File: src/rtl/ps2_key_receiver.sv
// rtl/ps2_key_receiver.sv - PS/2 keyboard frame deserializer with parity/framing/timeout checks
// Optional feature macro: PS2_BREAK_FILTER_EN (suppresses 8'hF0 break prefix and the byte after it)
module ps2_key_receiver #(
  parameter int TIMEOUT_CYCLES = 50000
) (
  input  logic       clock,
  input  logic       reset,
  input  logic       ps2_clock,
  input  logic       ps2_data,
  output logic [7:0] ps2_out,
  output logic       ps2_key_pressed,
  output logic       parity_error,
  output logic       frame_error
);

  localparam int TW = $clog2(TIMEOUT_CYCLES + 1);
  localparam logic [TW-1:0] TO_MAX = TW'(TIMEOUT_CYCLES);

  typedef enum logic [1:0] {
    S_IDLE   = 2'd0,
    S_DATA   = 2'd1,
    S_PARITY = 2'd2,
    S_STOP   = 2'd3
  } state_t;

  // synchronizer and edge-detect flops
  logic clk_s1_q, clk_s1_d;
  logic clk_s_q,  clk_s_d;
  logic clk_d_q,  clk_d_d;
  logic dat_s1_q, dat_s1_d;
  logic dat_s_q,  dat_s_d;

  // frame state
  state_t          state_q, state_d;
  logic [2:0]      bit_cnt_q, bit_cnt_d;
  logic [7:0]      data_q, data_d;
  logic            parity_q, parity_d;
  logic [TW-1:0]   to_cnt_q, to_cnt_d;

  // registered outputs
  logic [7:0]      out_q, out_d;
  logic            key_q, key_d;
  logic            perr_q, perr_d;
  logic            ferr_q, ferr_d;

`ifdef PS2_BREAK_FILTER_EN
  logic            break_pending_q, break_pending_d;
`endif

  logic            fall;
  logic            dat_s;
  logic            accept;

  assign fall  = clk_d_q & ~clk_s_q;
  assign dat_s = dat_s_q;

  assign ps2_out         = out_q;
  assign ps2_key_pressed = key_q;
  assign parity_error    = perr_q;
  assign frame_error     = ferr_q;

  // two-stage synchronizers on both pins plus a delay stage on the clock for edge detection
  always_comb begin
    clk_s1_d = ps2_clock;
    clk_s_d  = clk_s1_q;
    clk_d_d  = clk_s_q;
    dat_s1_d = ps2_data;
    dat_s_d  = dat_s1_q;
  end

  // synchronizer flops reset high so releasing reset never fakes a falling edge
  always_ff @(posedge clock) begin
    if (!reset) begin
      clk_s1_q <= 1'b1;
      clk_s_q  <= 1'b1;
      clk_d_q  <= 1'b1;
      dat_s1_q <= 1'b1;
      dat_s_q  <= 1'b1;
    end else begin
      clk_s1_q <= clk_s1_d;
      clk_s_q  <= clk_s_d;
      clk_d_q  <= clk_d_d;
      dat_s1_q <= dat_s1_d;
      dat_s_q  <= dat_s_d;
    end
  end

  // frame FSM, timeout watchdog and strobe generation
  always_comb begin
    state_d   = state_q;
    bit_cnt_d = bit_cnt_q;
    data_d    = data_q;
    parity_d  = parity_q;
    out_d     = out_q;
    key_d     = 1'b0;
    perr_d    = 1'b0;
    ferr_d    = 1'b0;
    accept    = 1'b0;
`ifdef PS2_BREAK_FILTER_EN
    break_pending_d = break_pending_q;
`endif

    // watchdog only runs while a frame is in progress; every edge restarts it
    if (fall || (state_q == S_IDLE)) begin
      to_cnt_d = '0;
    end else if (to_cnt_q != TO_MAX) begin
      to_cnt_d = to_cnt_q + 1'b1;
    end else begin
      to_cnt_d = to_cnt_q;
    end

    case (state_q)
      S_IDLE: begin
        // a high data bit on an edge here is a glitch and is silently ignored
        if (fall && !dat_s) begin
          state_d   = S_DATA;
          bit_cnt_d = 3'd0;
        end
      end
      S_DATA: begin
        if (fall) begin
          data_d[bit_cnt_q] = dat_s;
          bit_cnt_d         = bit_cnt_q + 3'd1;
          if (bit_cnt_q == 3'd7) begin
            state_d = S_PARITY;
          end
        end
      end
      S_PARITY: begin
        if (fall) begin
          parity_d = dat_s;
          state_d  = S_STOP;
        end
      end
      S_STOP: begin
        if (fall) begin
          state_d = S_IDLE;
          if (!dat_s) begin
            ferr_d = 1'b1;
          end else if (^{data_q, parity_q} != 1'b1) begin
            perr_d = 1'b1;
          end else begin
            accept = 1'b1;
          end
        end
      end
      default: begin
        state_d = S_IDLE;
      end
    endcase

    // an edge in the same cycle wins over the timeout
    if (!fall && (state_q != S_IDLE) && (to_cnt_q == TO_MAX)) begin
      state_d = S_IDLE;
      ferr_d  = 1'b1;
    end

`ifdef PS2_BREAK_FILTER_EN
    // F0 arms the filter; the following byte disarms it; neither reaches the consumer
    if (accept) begin
      if (break_pending_q) begin
        break_pending_d = 1'b0;
      end else if (data_q == 8'hF0) begin
        break_pending_d = 1'b1;
      end else begin
        out_d = data_q;
        key_d = 1'b1;
      end
    end
`else
    if (accept) begin
      out_d = data_q;
      key_d = 1'b1;
    end
`endif
  end

  // frame state and output registers
  always_ff @(posedge clock) begin
    if (!reset) begin
      state_q   <= S_IDLE;
      bit_cnt_q <= 3'd0;
      data_q    <= 8'h00;
      parity_q  <= 1'b0;
      to_cnt_q  <= '0;
      out_q     <= 8'h00;
      key_q     <= 1'b0;
      perr_q    <= 1'b0;
      ferr_q    <= 1'b0;
    end else begin
      state_q   <= state_d;
      bit_cnt_q <= bit_cnt_d;
      data_q    <= data_d;
      parity_q  <= parity_d;
      to_cnt_q  <= to_cnt_d;
      out_q     <= out_d;
      key_q     <= key_d;
      perr_q    <= perr_d;
      ferr_q    <= ferr_d;
    end
  end

`ifdef PS2_BREAK_FILTER_EN
  // break-prefix flag survives errors and timeouts, cleared only by reset or the next good byte
  always_ff @(posedge clock) begin
    if (!reset) begin
      break_pending_q <= 1'b0;
    end else begin
      break_pending_q <= break_pending_d;
    end
  end
`endif

endmodule

File: config.mk
export PLATFORM = sky130hd
export DESIGN_NAME = ps2_key_receiver
export DESIGN_NICKNAME = d
export VERILOG_FILES = /design/src/rtl/ps2_key_receiver.sv
export SDC_FILE = /design/constraint.sdc
export NUM_CORES = 1
export LEC_CHECK = 0
export CAP_MARGIN = 20
export CELL_PAD_IN_SITES_DETAIL_PLACEMENT = 1
export CELL_PAD_IN_SITES_GLOBAL_PLACEMENT = 1
export CORE_ASPECT_RATIO = 0.8
export CORE_UTILIZATION = 41
export CTS_BUF_LIST = sky130_fd_sc_hd__clkbuf_4 sky130_fd_sc_hd__clkbuf_8 sky130_fd_sc_hd__clkbuf_16
export CTS_CLUSTER_SIZE = 20
export DETAILED_ROUTE_END_ITERATION = 8
export PLACE_DENSITY_LB_ADDON = 0.15
export SYNTH_ARGS = -nofsm -noshare
export SYNTH_HDL_FRONTEND = slang
export SYNTH_SLANG_ARGS = --single-unit
File: constraint.sdc
create_clock -name clock -period 1.8 [get_ports clock]
set_input_delay 0.36 -clock clock [delete_from_list [all_inputs] [get_ports clock]]
set_output_delay 0.36 -clock clock [all_outputs]
set_load 0.02 [all_outputs]
==> results of run 1 <==
synthesized netlist by cell type (2+ instances only):
cell,instances
dfxtp_1,46
nor2_1,31
nand2_1,23
mux2i_1,18
xnor2_1,13
inv_1,10
a21oi_1,9
nand3_1,9
ha_1,8
o21ai_0,8
nand2b_1,7
nor3_1,7
clkbuf_1,5
xor2_1,5
nand4_1,4
or3_1,4
nor3b_1,3
and4_1,2
buf_2,2
nand3b_1,2
nor4bb_1,2
per-stage QoR:
stage / setup WS (ns) / util [%] / power (mW) / hold slack (ns)
2_1_floorplan: 0.2413 / - / 1.293 / 0.3863
3_3_place_gp: 0.1726 / 49.34 / 1.369 / 0.3894
3_5_place_dp: 0.1001 / 49.34 / 1.380 / 0.4009
4_1_cts: 0.06172 / 51.73 / 2.163 / 0.4223
5_1_grt: 0.01308 / 52.26 / 2.259 / 0.4649
6_report: 0.1088 / 52.26 / 2.157 / 0.4180
kinds of logic (layout without fill, tap and decap cells):
| logic type | count (synthesis) | count (layout) |
|---|---|---|
| xor+xnor | 19 | 19 |
| compound gates | 20 | 20 |
| simple gates | 102 | 102 |
| mux | 19 | 19 |
| flops | 46 | 46 |
| fa+ha+maj | 8 | 8 |
| buf+inv | 19 | 42 |
state kept, by name, summed over array words and instances, names as in the netlist:
register / count
bit_cnt_q: 3
clk_d_d: 1
clk_d_q: 1
clk_s1_q: 1
dat_s: 1
dat_s1_q: 1
data_q: 8
frame_error: 1
parity_error: 1
parity_q: 1
ps2_key_pressed: 1
ps2_out: 8
state_q: 2
to_cnt_q: 16
power breakdown:
| group | leakage (nW) | internal [mW] | switching [mW] | total [mW] |
|---|---|---|---|---|
| Clock | 0.0504 | 0.413 | 0.372 | 0.786 |
| Sequential | 0.372 | 1.05 | 0.0294 | 1.08 |
| Combinational | 0.461 | 0.121 | 0.174 | 0.296 |
| Total | 0.883 | 1.58 | 0.576 | 2.16 |
layer usage:
metal / GRT usage [%] / part of all wire, %
met1: 29.63 / 56
met2: 27.17 / 40
met3: 3.724 / 2.8
met4: 5.921 / 0.58
met5: 0 / 0
cell usage in the layout, fill, tap and decap left out, drive strengths merged, types with 7 or more instances in the layout:
master         instances
a21oi                  9
buf                    9
clkdlybuf4s50         14
dfxtp                 46
ha                     8
inv                   11
mux2i                 18
nand2                 23
nand2b                 7
nand3                 10
nor2                  32
nor3                   7
o21ai                  9
xnor2                 13
worst max-delay path: stages, from the launching register on:
cell and delay (ns):
dfxtp_1 0.45, xnor2_2 0.16, xnor2_2 0.16, xnor3_2 0.43, nor2_8 0.19, mux2i_1 0.23
area by class of cell:
| cell class | count | share of cell area, % |
|---|---|---|
| well taps | 60 | 3.017 |
| flip-flops and latches | 46 | 37.00 |
| multi-input cells | 168 | 45.40 |
| inverters | 11 | 1.659 |
| clock buffers | 5 | 2.765 |
| repair buffers | 23 | 8.346 |
| clock inverters | 3 | 1.810 |
worst max path at each step:
| stage | slack (ns) | start | endpoint | cells after the start |
|---|---|---|---|---|
| global route | 0.01 | to_cnt_q[2] | to_cnt_q[14] | 4 |
| finish | 0.11 | data_q[1] | ps2_out[4] | 5 |
| floorplan | 0.24 | data_q[4] | ps2_out[0] | 5 |
| global placement | 0.17 | data_q[4] | ps2_out[2] | 5 |
| CTS | 0.06 | data_q[5] | ps2_out[4] | 5 |
| detailed placement | 0.10 | data_q[2] | ps2_out[4] | 5 |
==> flow_metrics.py, run 1 <==
metrics = {
    "placement": {
        "io_buffer_count": 14,
        "gp_congestion": 0.7840,
        "hpwl_mm": 3.337,
        "place_inst": 308,
        "postPlaceCellArea_um2": 2350,
    },
    "logic_synthesis": {
        "yosysTopAreaCell": "dfxtp_1",
        "synth_ff_type": "dfxtp_1",
        "synth_compound_area_share_pct": 4.938,
        "synth_enable_flop_cells": 0,
        "synth_area_leaders": "dfxtp_1 44%, mux2i_1 8.6%, nor2_1 5.5%, xnor2_1 5.4%, ha_1 4.8%",
        "syn_area_um2": 2103,
        "synthCells": 233,
        "yosysWarningCount": 0,
        "syn_nets": 245,
        "synth_cell_types": 36,
        "synth.top_cell.area_share_pct": 43.78,
        "synth_fa_ha_area_share_pct": 4.759,
        "yosysSeqAreaShare_pct": 43.78,
        "ys_async_sr_fraction_pct": 0,
        "synth_top_family_by_area": "simple AND/OR/NAND/NOR gates",
        "syn_avg_cell_area_um2": 9.027,
        "synthSimpleGateAreaFrac_pct": 25.10,
        "synthMuxAreaShare_pct": 9.102,
        "ys_ff_latch": 46,
        "synth-xor-area-share_pct": 8.626,
    },
    "timing": {
        "finalSetupViolations": 0,
        "maxSlewViolCount": 0,
        "fmax_mhz": 591.3,
        "period_minus_slack_ns": 1.691,
        "clock_skew_ns": 0.004650,
        "slew_headroom_pct": 77.20,
        "tightest_slew_ns": 0.3394,
        "finalHoldViolCount": 0,
        "setup_tns_ns": 0,
        "post-route-period-util_pct": 93.95,
        "rsz0062_at_grt": "false",
    },
    "critical_path": {
        "reg2reg_to": "ps2_out[4]",
        "path_max_fanout": 7,
        "worst-r2r-cell-count": 5,
        "endpoint_kind": "register",
        "reg2reg_slack_ns": 0.11,
        "cp_data_arrival_time_ns": 1.91,
        "path_class": "reg2reg",
        "r2r-start": "data_q[1]",
        "startpoint_type": "register",
        "required_ns": 2.02,
    },
    "floorplanning": {
        "ios": 15,
        "coreArea_um2": 4762,
        "chipHeight_um": 66.06,
        "die-area_um2": 5422,
        "num_rows": 22,
        "dieWidth_um": 82.08,
        "initial_utilization_pct": 44.17,
    },
    "status": {
        "status": "finished clean",
    },
    "cts": {
        "clockRootBuffer": "clkbuf_8",
        "clock-sinks": 46,
        "cts_setup_buffers": 0,
        "cts_tree": "done",
        "h-tree-depth": 2,
        "clock_latency_ns": 0.30,
        "cts-hold-fix-buffers": 0,
        "clockBufferDepth": 2,
        "path_clk_slew_ns": 0.09,
        "cts_buffers": 5,
        "ctsResizeCount": 0,
    },
    "power_and_ir_drop": {
        "power_density_nw_per_um2": 866.6,
        "vdd_drop_max_mv": 0.5121,
        "leakage_nw": 0.8834,
    },
    "finish": {
        "syn_to_final_growth_pct": 18.32,
        "layout.nets": 267,
        "multi_input_area_um2": 1130,
        "ff_latch_area_um2": 920.9,
        "final_layout_size_suffix_gt1_share_pct": 10.94,
        "n_fill_cell": 542,
        "n_antenna_cell": 0,
        "final_cells": 316,
        "design_area_um2": 2489,
    },
    "route": {
        "drtIter0Drc": 49,
        "drc": 0,
        "wl_mm": 4.616,
        "via_per_inst": 5.180,
        "ant_nets": 0,
        "vias": 1637,
        "routedWlPerCell_um": 14.61,
        "drtPass1Iterations": 4,
    },
    "global_routing": {
        "grt_pass1_wl_mm": 7.817,
        "grt_overflow": 0,
        "groute.usage.overall_pct": 19.49,
        "first_global_vias": 1603,
        "grt_max_degree": 21,
        "antenna_found_initial": 0,
    },
    "min_path": {
        "hold_start": "dat_s1_q",
        "hold_end": "dat_s",
        "hp-class": "reg2reg",
        "whs_path_depth": 1,
    },
    "job": {
        "drv_cap": 0,
    },
}
Note: power is estimated with default switching activity, not from simulation.
==> inputs of run 2 (changes only) <==
--- a/config.mk
+++ b/config.mk
@@ -13,6 +13,8 @@
 export CTS_BUF_LIST = sky130_fd_sc_hd__clkbuf_4 sky130_fd_sc_hd__clkbuf_8 sky130_fd_sc_hd__clkbuf_16
 export CTS_CLUSTER_SIZE = 20
 export DETAILED_ROUTE_END_ITERATION = 8
+export GPL_ROUTABILITY_DRIVEN = 0
+export GPL_TIMING_DRIVEN = 0
 export PLACE_DENSITY_LB_ADDON = 0.15
 export SYNTH_ARGS = -nofsm -noshare
 export SYNTH_HDL_FRONTEND = slang
==> flow_metrics.py, run 2 (synthesis gave the netlist of run 1 again) <==
metrics = {
    "critical_path": {
        "r2r-start": "data_q[6]",
        "endpoint_kind": "register",
        "worst-r2r-cell-count": 5,
        "startpoint_type": "register",
        "cp_data_arrival_time_ns": 1.91,
        "cp_slowest_cell": "xnor3_2",
        "crit_family": "XOR/XNOR gates",
        "startpoint": "data_q[6]",
        "cpPeakStageDelay_ns": 0.45,
        "crit_chain": "xnor2_2, xnor2_1, xnor3_2, nor2_8, mux2i_1",
        "reg2reg_to": "ps2_out[5]",
        "path_max_fanout": 7,
        "reg2reg_slack_ns": 0.11,
        "cp.buffers_inverters": 0,
        "path_class": "reg2reg",
        "required_ns": 2.02,
    },
    "finish": {
        "layout.nets": 270,
        "design_area_um2": 2476,
        "largest_reg_flops": 16,
        "final_cell_mix": "42 x dfxtp_1, 31 x nor2_1, 23 x nand2_1",
        "n_antenna_cell": 0,
        "final_core_utilization_pct": 52.00,
        "final_layout_size_suffix_gt1_share_pct": 12.06,
        "regMostFlops": "to_cnt_q",
        "final_cells": 317,
        "final_common_cell": "dfxtp_1",
        "multi_input_area_um2": 1137,
        "ff_latch_area_um2": 925.9,
        "n_fill_cell": 576,
        "syn_to_final_growth_pct": 17.73,
    },
    "placement": {
        "io_buffer_count": 14,
        "hpwl_mm": 3.078,
        "place_inst": 307,
        "postPlaceCellArea_um2": 2318,
    },
    "min_path": {
        "hold_end": "dat_s",
        "whs_path_depth": 1,
        "hold_start": "dat_s1_q",
        "hp-class": "reg2reg",
    },
    "cts": {
        "clock-sinks": 46,
        "cts_buffers": 5,
        "cts-hold-fix-buffers": 0,
        "clockRootBuffer": "clkbuf_8",
        "clock_latency_ns": 0.29,
        "clockBufferDepth": 2,
        "h-tree-depth": 2,
        "cts_tree": "done",
        "path_clk_slew_ns": 0.08,
    },
    "timing": {
        "finalSetupViolations": 0,
        "clock_skew_ns": 0.006858,
        "tightest_slew_ns": 0.4599,
        "maxSlewViolCount": 0,
        "slew_headroom_pct": 69.34,
        "period_minus_slack_ns": 1.691,
        "post-route-period-util_pct": 93.94,
        "finalHoldViolCount": 0,
        "fmax_mhz": 591.4,
    },
    "global_routing": {
        "antenna_found_initial": 0,
        "grt_overflow": 0,
        "grt_max_degree": 13,
        "grt_use_met3_pct": 4.414,
        "use_met2_pct": 24.38,
        "busiest_layer": "met1",
        "grt_pass1_wl_mm": 7.224,
        "groute.usage.overall_pct": 17.74,
        "grt_use_met1_pct": 26.42,
        "first_global_vias": 1563,
    },
    "power_and_ir_drop": {
        "power_density_nw_per_um2": 802.8,
        "vdd_drop_max_mv": 0.4421,
        "power.total_mw": 1.988,
        "leakage_nw": 0.8825,
    },
    "route": {
        "via_per_inst": 5.073,
        "drtPass1Iterations": 4,
        "vias": 1608,
        "drc": 0,
        "drtIter0Drc": 44,
        "wl_mm": 4.256,
        "ant_nets": 0,
        "routedWlPerCell_um": 13.43,
    },
    "floorplanning": {
        "die-area_um2": 5422,
        "initial_utilization_pct": 44.17,
        "coreArea_um2": 4762,
        "ios": 15,
        "chipHeight_um": 66.06,
        "num_rows": 22,
        "dieWidth_um": 82.08,
    },
    "job": {
        "drv_cap": 0,
    },
    "status": {
        "status": "finished clean",
    },
}
==> run 2: changes by cell type in the layout (fill, tap and decap cells not counted), moves of 2 or more <==
cell / previous run / this run
dfxtp_1: 46 / 42
clkbuf_1: 0 / 3
buf_4: 9 / 6
clkinvlp_4: 2 / 0
buf_2: 0 / 2
dfxtp_2: 0 / 4
==> run 2: area by class of cell <==
type                    count  area share [%]
repair buffers             19           7.175
flip-flops and latches     46           37.39
well taps                  60           3.032
clock buffers               6           3.335
plain buffers               7           1.465
inverters                  11           1.668
multi-input cells         168           45.93
==> run 2: worst max path at each step <==
stage / end / slack, ns / cells past startpoint
2_1_floorplan: ps2_out[0] / 0.24 / 5
3_3_place_gp: to_cnt_q[9] / -0.30 / 6
3_5_place_dp: to_cnt_q[5] / -0.30 / 6
4_1_cts: to_cnt_q[12] / 0.01 / 6
5_1_grt: ps2_out[4] / -0.01 / 5
6_report: ps2_out[5] / 0.11 / 5
==> run 2: stage by stage <==
stage                     hold WS, ns  setup WS [ns]  setup TNS (ns)
after CTS                      0.4151        0.01252               0
after detailed placement       0.3954        -0.3026          -2.916
after global placement         0.3878        -0.2972          -2.943
after global routing           0.4422       -0.01297        -0.03917
final                          0.4168         0.1090               0
after floorplan                0.3863         0.2413               0
==> run 2: timing repair <==
action | in CTS | in global routing
endpoints found under the setup margin | 11 | 21
gates cloned | 0 | 0
pin swaps | 0 | 4
gates resized for setup | 3 | 8
buffers inserted | 0 | 5
==> run 2: where the power goes <==
part | internal [mW] | leakage, nW | switching (mW) | total [mW]
Combinational | 0.122 | 0.466 | 0.173 | 0.296
Clock | 0.297 | 0.0431 | 0.325 | 0.621
Sequential | 1.05 | 0.374 | 0.0250 | 1.07
Total | 1.46 | 0.882 | 0.523 | 1.99
==> run 2: worst reg2reg max path, stage by stage (launching register included) <==
cell and delay (ns):
dfxtp_2 0.35, xnor2_2 0.13, xnor2_1 0.26, xnor3_2 0.45, nor2_8 0.22, mux2i_1 0.22
==> run 2: layer usage <==
metal	wire (um)	part of all wire, %
met5	0	0
met4	55	1.3
met3	129	3.0
met2	1685	40
met1	2386	56
==> inputs of run 3 (changes only) <==
--- a/config.mk
+++ b/config.mk
@@ -11,6 +11,7 @@
 export CORE_ASPECT_RATIO = 0.8
 export CORE_UTILIZATION = 41
 export CTS_BUF_LIST = sky130_fd_sc_hd__clkbuf_4 sky130_fd_sc_hd__clkbuf_8 sky130_fd_sc_hd__clkbuf_16
+export CTS_CLUSTER_DIAMETER = 200
 export CTS_CLUSTER_SIZE = 20
 export DETAILED_ROUTE_END_ITERATION = 8
 export GPL_ROUTABILITY_DRIVEN = 0
==> results of run 3 <==
No change in the layout: final DEF, timing and power equal those of run 2.
